File: config.mk
export PLATFORM = sky130hd
export DESIGN_NAME = ts_ep3_in_packer_flat
export DESIGN_NICKNAME = d
export VERILOG_FILES = /design/src/rtl/ts_ep3_in_packer_if.sv /design/src/rtl/ts_ep3_in_packer.sv /design/src/flat_wrapper.sv
export SDC_FILE = /design/constraint.sdc
export NUM_CORES = 1
export LEC_CHECK = 0
export CORE_MARGIN = 2
export CORE_UTILIZATION = 45
export DETAILED_ROUTE_END_ITERATION = 10
export PLACE_DENSITY = 0.72
export SLEW_MARGIN = 20
export SYNTH_ARGS = -nofsm -noshare
export SYNTH_HDL_FRONTEND = slang
export SYNTH_SLANG_ARGS = --single-unit
export TNS_END_PERCENT = 100
File: constraint.sdc
create_clock -name ext_clk -period 2.2 [get_ports ext_clk]
set_input_delay 0.33 -clock ext_clk [delete_from_list [all_inputs] [get_ports ext_clk]]
set_output_delay 0.33 -clock ext_clk [all_outputs]
set_load 0.1 [all_outputs]
File: src/rtl/ts_ep3_in_packer_if.sv
// Byte-stream input and EP3 buf_in port bundle for the TS packer.
// master: the packer; slave: the TS source plus the EP3 buffer side.
interface ts_ep3_in_packer_if;
    logic [7:0]  ts_data;
    logic        ts_valid;
    logic        ts_sync;
    logic        ts_ready;
    logic [10:0] buf_in_addr;
    logic [7:0]  buf_in_data;
    logic        buf_in_wren;
    logic        buf_in_ready;
    logic        buf_in_commit;
    logic [10:0] buf_in_commit_len;
    logic        buf_in_commit_ack;
    logic [15:0] stat_xfer_cnt;
    logic        stat_sync_err;

    modport master (
        input  ts_data, ts_valid, ts_sync, buf_in_ready, buf_in_commit_ack,
        output ts_ready, buf_in_addr, buf_in_data, buf_in_wren,
               buf_in_commit, buf_in_commit_len, stat_xfer_cnt, stat_sync_err
    );

    modport slave (
        output ts_data, ts_valid, ts_sync, buf_in_ready, buf_in_commit_ack,
        input  ts_ready, buf_in_addr, buf_in_data, buf_in_wren,
               buf_in_commit, buf_in_commit_len, stat_xfer_cnt, stat_sync_err
    );
endinterface

File: src/rtl/ts_ep3_in_packer.sv
// Packs a byte-serial MPEG-TS stream into the EP3 bulk IN buffer, committing
// full transfers of XFER_LEN bytes or a partial transfer after an idle timeout.
module ts_ep3_in_packer #(
    parameter int unsigned XFER_LEN     = 512,
    parameter int unsigned FLUSH_CYCLES = 65535
) (
    input logic                ext_clk,
    input logic                reset_n,
    ts_ep3_in_packer_if.master bus
);
    localparam logic [10:0] FULL_LEN  = 11'(XFER_LEN);
    localparam logic [16:0] FLUSH_LIM = 17'(FLUSH_CYCLES);
    localparam logic [7:0]  PKT_LAST  = 8'd187;

    typedef enum logic [1:0] {WAIT_RDY, FILL, COMMIT, ACK_LOW} state_t;
    state_t state, state_next;

    logic [10:0] fill_cnt;
    logic [15:0] idle_cnt;
    logic [7:0]  pkt_cnt;
    logic        aligned;
    logic [10:0] wr_addr;
    logic [7:0]  wr_data;
    logic        wr_en;
    logic        sync_err;
    logic [15:0] xfer_cnt;

    logic ready, accept, write, idle, flush_due;

    always_comb begin
        ready     = (state == FILL) && (fill_cnt != FULL_LEN);
        accept    = ready && bus.ts_valid;
        write     = accept && (aligned || bus.ts_sync);
        idle      = (state == FILL) && !accept && (fill_cnt != '0);
        // Expiry is judged on the count including this idle cycle, so an
        // accepted byte in the same cycle always pre-empts the flush.
        flush_due = idle && (({1'b0, idle_cnt} + 17'd1) >= FLUSH_LIM);
    end

    always_comb begin
        state_next = state;
        case (state)
            WAIT_RDY: if (bus.buf_in_ready && !bus.buf_in_commit_ack) state_next = FILL;
            FILL:     if ((fill_cnt == FULL_LEN) || flush_due) state_next = COMMIT;
            COMMIT:   if (bus.buf_in_commit_ack) state_next = ACK_LOW;
            ACK_LOW:  if (!bus.buf_in_commit_ack) state_next = WAIT_RDY;
            default:  state_next = WAIT_RDY;
        endcase
    end

    always_ff @(posedge ext_clk or negedge reset_n) begin
        if (!reset_n) begin
            state    <= WAIT_RDY;
            fill_cnt <= '0;
            idle_cnt <= '0;
            pkt_cnt  <= '0;
            aligned  <= 1'b0;
            wr_addr  <= '0;
            wr_data  <= '0;
            wr_en    <= 1'b0;
            sync_err <= 1'b0;
            xfer_cnt <= '0;
        end else begin
            state    <= state_next;
            wr_en    <= write;
            sync_err <= write && bus.ts_sync && (pkt_cnt != '0);

            if (state == WAIT_RDY) begin
                fill_cnt <= '0;
            end else if (write) begin
                fill_cnt <= fill_cnt + 11'd1;
            end

            if (write) begin
                wr_addr <= fill_cnt;
                wr_data <= bus.ts_data;
                aligned <= 1'b1;
                if (bus.ts_sync) begin
                    pkt_cnt <= 8'd1;
                end else if (pkt_cnt == PKT_LAST) begin
                    pkt_cnt <= '0;
                end else begin
                    pkt_cnt <= pkt_cnt + 8'd1;
                end
            end

            if (accept || (state != FILL)) begin
                idle_cnt <= '0;
            end else if (idle) begin
                idle_cnt <= idle_cnt + 16'd1;
            end

            if ((state == COMMIT) && bus.buf_in_commit_ack) begin
                xfer_cnt <= xfer_cnt + 16'd1;
            end
        end
    end

    assign bus.ts_ready          = ready;
    assign bus.buf_in_addr       = wr_addr;
    assign bus.buf_in_data       = wr_data;
    assign bus.buf_in_wren       = wr_en;
    assign bus.buf_in_commit     = (state == COMMIT);
    assign bus.buf_in_commit_len = (state == COMMIT) ? fill_cnt : '0;
    assign bus.stat_xfer_cnt     = xfer_cnt;
    assign bus.stat_sync_err     = sync_err;
endmodule

File: src/flat_wrapper.sv
// flat-port wrapper written by rule: the top's interface ports become plain ports
module ts_ep3_in_packer_flat 
#(
    parameter int unsigned XFER_LEN     = 512,
    parameter int unsigned FLUSH_CYCLES = 65535
)
  (ext_clk, reset_n, bus_ts_data, bus_ts_valid, bus_ts_sync, bus_buf_in_ready, bus_buf_in_commit_ack, bus_ts_ready, bus_buf_in_addr, bus_buf_in_data, bus_buf_in_wren, bus_buf_in_commit, bus_buf_in_commit_len, bus_stat_xfer_cnt, bus_stat_sync_err);
  ts_ep3_in_packer_if bus_i ();
  input logic ext_clk;
  input logic reset_n;
  input wire logic [$bits(bus_i.ts_data)-1:0] bus_ts_data;
  input wire logic [$bits(bus_i.ts_valid)-1:0] bus_ts_valid;
  input wire logic [$bits(bus_i.ts_sync)-1:0] bus_ts_sync;
  input wire logic [$bits(bus_i.buf_in_ready)-1:0] bus_buf_in_ready;
  input wire logic [$bits(bus_i.buf_in_commit_ack)-1:0] bus_buf_in_commit_ack;
  output wire logic [$bits(bus_i.ts_ready)-1:0] bus_ts_ready;
  output wire logic [$bits(bus_i.buf_in_addr)-1:0] bus_buf_in_addr;
  output wire logic [$bits(bus_i.buf_in_data)-1:0] bus_buf_in_data;
  output wire logic [$bits(bus_i.buf_in_wren)-1:0] bus_buf_in_wren;
  output wire logic [$bits(bus_i.buf_in_commit)-1:0] bus_buf_in_commit;
  output wire logic [$bits(bus_i.buf_in_commit_len)-1:0] bus_buf_in_commit_len;
  output wire logic [$bits(bus_i.stat_xfer_cnt)-1:0] bus_stat_xfer_cnt;
  output wire logic [$bits(bus_i.stat_sync_err)-1:0] bus_stat_sync_err;
  assign bus_i.ts_data = bus_ts_data;
  assign bus_i.ts_valid = bus_ts_valid;
  assign bus_i.ts_sync = bus_ts_sync;
  assign bus_i.buf_in_ready = bus_buf_in_ready;
  assign bus_i.buf_in_commit_ack = bus_buf_in_commit_ack;
  assign bus_ts_ready = bus_i.ts_ready;
  assign bus_buf_in_addr = bus_i.buf_in_addr;
  assign bus_buf_in_data = bus_i.buf_in_data;
  assign bus_buf_in_wren = bus_i.buf_in_wren;
  assign bus_buf_in_commit = bus_i.buf_in_commit;
  assign bus_buf_in_commit_len = bus_i.buf_in_commit_len;
  assign bus_stat_xfer_cnt = bus_i.stat_xfer_cnt;
  assign bus_stat_sync_err = bus_i.stat_sync_err;
  ts_ep3_in_packer #(.XFER_LEN(XFER_LEN), .FLUSH_CYCLES(FLUSH_CYCLES)) u_core (.ext_clk(ext_clk), .reset_n(reset_n), .bus(bus_i));
endmodule
==> results.cfg, run 1 <==
[outcome]
status = finished with violations
violations = negative setup slack

[placed_design]
hpwlAfterDp_um = 6140
io_buffers = 63
place_congestion = 0.828
place_area_um2 = 4860
pre_cts_ws_ps = -224

[route]
first_pass_iters = 4
drt-total-wl_um = 8580
route.vias.total = 3273
drc = 0
via_per_inst = 5.34
drt_first_iter_violations = 150
top_layer_used = met4
avgRoutedWirePerCell_um = 14.0
wl_met3_um = 348
ant_nets = 0
route.met2.wl_um = 4240
met1_length_um = 3830

[timing]
drv_slew = 0
holdWs_ps = 464
worst_slack_ps = -29.7
fin_crit_ps = 2230
setup_violations = 2
grt_setup_unrepaired = true
skew_ps = 13.4
fmax_mhz = 448
maxSlewHeadroom_pct = 71.3
final-hold-violation-count = 0
min_period_over_period_pct = 101
worstMarginPinSlew_ps = 430
tns_ps = -40.7

[floorplan]
die_h_um = 96.7
die_x_um = 96.7
dieArea_um2 = 9360
ioPinCount = 64
core_region_area_um2 = 8260
core.rowCount = 33
start_util_pct = 46.9

[worst_setup_path]
worstPathArrival_ps = 1900
cp_top_family = simple AND/OR/NAND/NOR gates
crit_fanout = 4
critPathSlowestCell = or4_4
crit_type = reg -> out
slowest_delay_ps = 560
rr_worst_depth = 6
end_kind = primary output
cp-start-kind = register
crit_chain = or4_4, o41a_4, buf_12
worst-path-buf-inv = 1
cp_num_cells = 3
cp.required_ps = 1870

[clock_network]
cts-root-buf = clkbuf_8
clock_path_buffers = 2
worstSkewPairLatency_ps = 350
numCtsBuffers = 9
h-tree-depth = 3
tritoncts = yes
clk_pin_slew_ps = 80
clock-sinks = 75

[finish]
utilization_pct = 62.8
diodes = 0
drive_above_1_share_pct = 26.4
final_cell_mix = nand2_1 (78), dfrtp_1 (73), buf_4 (68)
fin_area_um2 = 5180
area_growth_pct = 33.9
final_common_cell = nand2_1
nets = 528

[power]
ir_worst_vdd_uv = 716
powerDensity_nw_per_um2 = 1100
leakagePower_nw = 2.42

[hold_path]
hp-class = in -> async

[synthesis]
async_reset_ff_share_pct = 100
ys_seq_area_share_pct = 48.5
syn_nets = 436
syn_area_per_cell_um2 = 9.42
synth-edff-count = 0
synthFlopType = dfrtp_1
ys_warn_count = 0
syn_area_um2 = 3870
ys_seq_elements = 75
synthCells = 411
synth_cell_types = 51

[global_route]
antenna_found_initial = 0
grt_max_degree = 44
grt_pass1_vias = 3211
grt_pass1_wl_um = 14800
grt_use_total_pct = 18.6
grt_overflow = 0

[job]
maxCapViolations = 0
metrics by stage:
stage / std cells / power [mW]
global route: 613 / 5.96
global placement: 593 / 4.40
CTS: 613 / 5.68
detailed placement: 593 / 4.46
floorplan: 411 / 3.74
finish: 613 / 5.68
cell families after synthesis:
family	after synthesis	share of synthesized area (%)
adder cells (fa/ha/maj)	11	3.56
AND/OR/NAND/NOR	196	24.3
multiplexers	5	1.42
flip-flops	75	48.5
XOR/XNOR	34	7.69
buffers and inverters	30	4.04
AO/OA/AOI/OAI	60	10.4
registers in the layout (all words and copies together), names as in the netlist, 2 cells and up:
| register | cells |
|---|---|
| u_core.bus.stat_xfer_cnt | 16 |
| u_core.idle_cnt | 16 |
| u_core.bus.buf_in_addr | 11 |
| u_core.fill_cnt | 11 |
| u_core.bus.buf_in_data | 8 |
| u_core.pkt_cnt | 8 |
| u_core.state | 2 |
metal layers:
| metal | global-route usage (%) | vias to the layer above |
|---|---|---|
| met2 | 31.0 | 69 |
| li1 | - | 1594 |
| met3 | 4.05 | 21 |
| met5 | 0 | - |
| met1 | 24.6 | 1589 |
| met4 | 5.31 | 0 |
power by group:
group	leakage (nW)	internal (mW)	switching (mW)
sequential	1.01	1.59	0.185
combinational	1.30	0.811	1.93
clock	0.106	0.641	0.518
total	2.42	3.04	2.64
worst paths after layout:
kind                                                   to                      start  slack (ps)
worst max-delay path                         bus_ts_ready         u_core.fill_cnt[6]         -30
worst min-delay path                  u_core.idle_cnt[11]                    reset_n         460
worst max register to register            u_core.state[1]         u_core.fill_cnt[6]         -10
worst min register to register  u_core.bus.buf_in_data[0]  u_core.bus.buf_in_data[0]         480
max in group asynchronous              u_core.idle_cnt[2]                    reset_n        1150
min in group ext_clk            u_core.bus.buf_in_data[0]  u_core.bus.buf_in_data[0]         480
synth_stat cells (all sizes together) (4+ instances only):
library cell  instances  area [um^2]
a21oi                 8         40.0
and2                 15         93.8
and3                  8         50.1
buf                  12         86.3
clkbuf                4         15.0
dfrtp                75         1880
ha                   11          138
inv                  14         55.1
mux2                  4         45.0
nand2                78          293
nand2b                6         37.5
nand3                14         70.1
nand4                16          106
nor2                 36          138
nor2b                 5         31.3
nor3                  6         35.0
nor4                  4         25.0
o21ai                28          140
o31ai                 6         45.0
xnor2                18          158
xor2                 16          140
cell type report:
class,count,area [um^2]
Clock buffer,10,128
Inverter,14,57.6
Sequential cell,75,1880
Timing Repair Buffer,97,943
Fill cell,692,3080
Tap cell,105,131
Multi-Input combinational cell,306,1950
Clock inverter,6,90.1
what timing repair did:
| action | in CTS | in global routing |
|---|---|---|
| resized for setup | 1 | 14 |
| setup endpoints to repair | 4 | 12 |
| hold buffers | 1 | 0 |
| hold endpoints to repair | 32 | 0 |
| setup buffers | 3 | 0 |
| pin swaps | 3 | 5 |
Note: power is estimated with default switching activity, not from simulation.
==> inputs of run 2 (changes only) <==
- CTS_BUF_LIST: unset -> sky130_fd_sc_hd__clkbuf_4 sky130_fd_sc_hd__clkbuf_8 sky130_fd_sc_hd__clkbuf_16
==> run 2 against run 1 <==
The flow still finishes with violations (negative setup slack). Clock-buffer cell count stayed put. Via count hardly changed. First-iteration DRC count is 0.67% lower. Maximum frequency is 0.29% higher.
==> results.cfg, run 2 (synthesis gave the netlist of run 1 again) <==
[clock_network]
h-tree-depth = 3
numCtsBuffers = 9
clk_pin_slew_ps = 80
clock_path_buffers = 2
tritoncts = yes
clock-sinks = 75
worstSkewPairLatency_ps = 350
cts-root-buf = clkbuf_8

[worst_setup_path]
r2r_slack_ps = -10
end_kind = primary output
rr_startpoint = u_core.fill_cnt[6]
slowest_delay_ps = 560
crit_fanout = 4
crit_type = reg -> out
worstPathArrival_ps = 1890
cp.required_ps = 1870
crit_chain = or4_4, o41a_4, buf_12
r2r-end = u_core.state[1]
critPathSlowestCell = or4_4
rr_worst_depth = 6
cp-start-kind = register

[timing]
fmax_mhz = 450
fin_crit_ps = 2220
holdWs_ps = 464
maxSlewHeadroom_pct = 71.4
skew_ps = 14.6
drv_slew = 0
final-hold-violation-count = 0
setup_violations = 2
worst_slack_ps = -23.2
min_period_over_period_pct = 101
tns_ps = -32.3
worstMarginPinSlew_ps = 430
grt_setup_unrepaired = true

[hold_path]
hp-class = in -> async

[placed_design]
pre_cts_ws_ps = -224
place_congestion = 0.828
io_buffers = 63
hpwlAfterDp_um = 6140

[finish]
final_common_cell = nand2_1
final_cell_mix = nand2_1 (78), dfrtp_1 (73), buf_4 (68)
drive_above_1_share_pct = 26.6
area_growth_pct = 34.0
n_fill_cell = 691
nets = 528
diodes = 0

[job]
maxCapViolations = 0

[floorplan]
die_h_um = 96.7
core.rowCount = 33
die_x_um = 96.7
start_util_pct = 46.9
dieArea_um2 = 9360
ioPinCount = 64
core_region_area_um2 = 8260

[route]
first_pass_iters = 9
ant_nets = 0
drc = 0
drt_first_iter_violations = 149
route.vias.total = 3274
avgRoutedWirePerCell_um = 14.0
drt-total-wl_um = 8580
via_per_inst = 5.34

[global_route]
grt_use_total_pct = 18.6
grt_pass1_wl_um = 14800
grt_overflow = 0
grt_pass1_vias = 3208
antenna_found_initial = 0
grt_max_degree = 44

[power]
leakagePower_nw = 2.42
powerDensity_nw_per_um2 = 1100
finalPower_mw = 5.69
ir_worst_vdd_uv = 710

[outcome]
violations = negative setup slack
status = finished with violations
-- run 2: power by group --
group	internal, mW	total (mW)	switching [mW]	leakage [nW]
clock	0.653	1.17	0.519	0.110
combinational	0.810	2.74	1.93	1.30
sequential	1.59	1.78	0.186	1.01
total	3.06	5.69	2.64	2.42
-- run 2: area by class of cell --
type | instances | area [um^2] | share of cell area, %
well taps | 105 | 131 | 2.53
inverters | 14 | 57.6 | 1.11
clock buffers | 10 | 131 | 2.53
repair buffers | 97 | 943 | 18.2
multi-input cells | 306 | 1950 | 37.7
clock inverters | 6 | 90.1 | 1.74
flip-flops and latches | 75 | 1880 | 36.2
-- run 2: what timing repair did --
action | 4_1_cts | 5_1_grt
setup buffers | 3 | 0
pin swaps | 3 | 5
endpoints found under the hold margin | 32 | 0
resized for setup | 1 | 14
hold buffers | 1 | 0
setup endpoints to repair | 4 | 12
-- run 2: critical path: cells and delay by family, from the launching register on --
family                 cells  cell delay (ps)
and+or+nand+nor            1              560
AOI/OAI and AO/OA          1              420
DFF                        1              390
buffers and inverters      1              180
-- run 2: metal layers --
metal	wire (um)	GRT usage, %	share of wire, %
met2	4230	30.8	49
met3	362	4.05	4.2
met5	0	0	0
met1	3850	24.7	45
met4	128	5.31	1.5
-- run 2: worst max-delay path by stage --
stage                         endpoint             startpoint  cells past startpoint  slack (ps)
CTS                    u_core.state[1]     u_core.fill_cnt[6]                      6         -50
global placement       u_core.state[1]  bus_buf_in_commit_ack                      7        -180
global route           u_core.state[1]        u_core.state[0]                      8         -60
finish                    bus_ts_ready     u_core.fill_cnt[6]                      3         -20
detailed placement     u_core.state[1]  bus_buf_in_commit_ack                      7        -220
floorplan           u_core.fill_cnt[3]     u_core.fill_cnt[4]                      8         -50
-- run 2: through the flow --
stage | utilization [%] | std cells | area (um^2)
2_1_floorplan | - | 411 | 3930
3_3_place_gp | 58.8 | 593 | 4860
3_5_place_dp | 58.8 | 593 | 4860
4_1_cts | 62.0 | 613 | 5120
5_1_grt | 62.8 | 613 | 5190
6_report | 62.8 | 613 | 5190
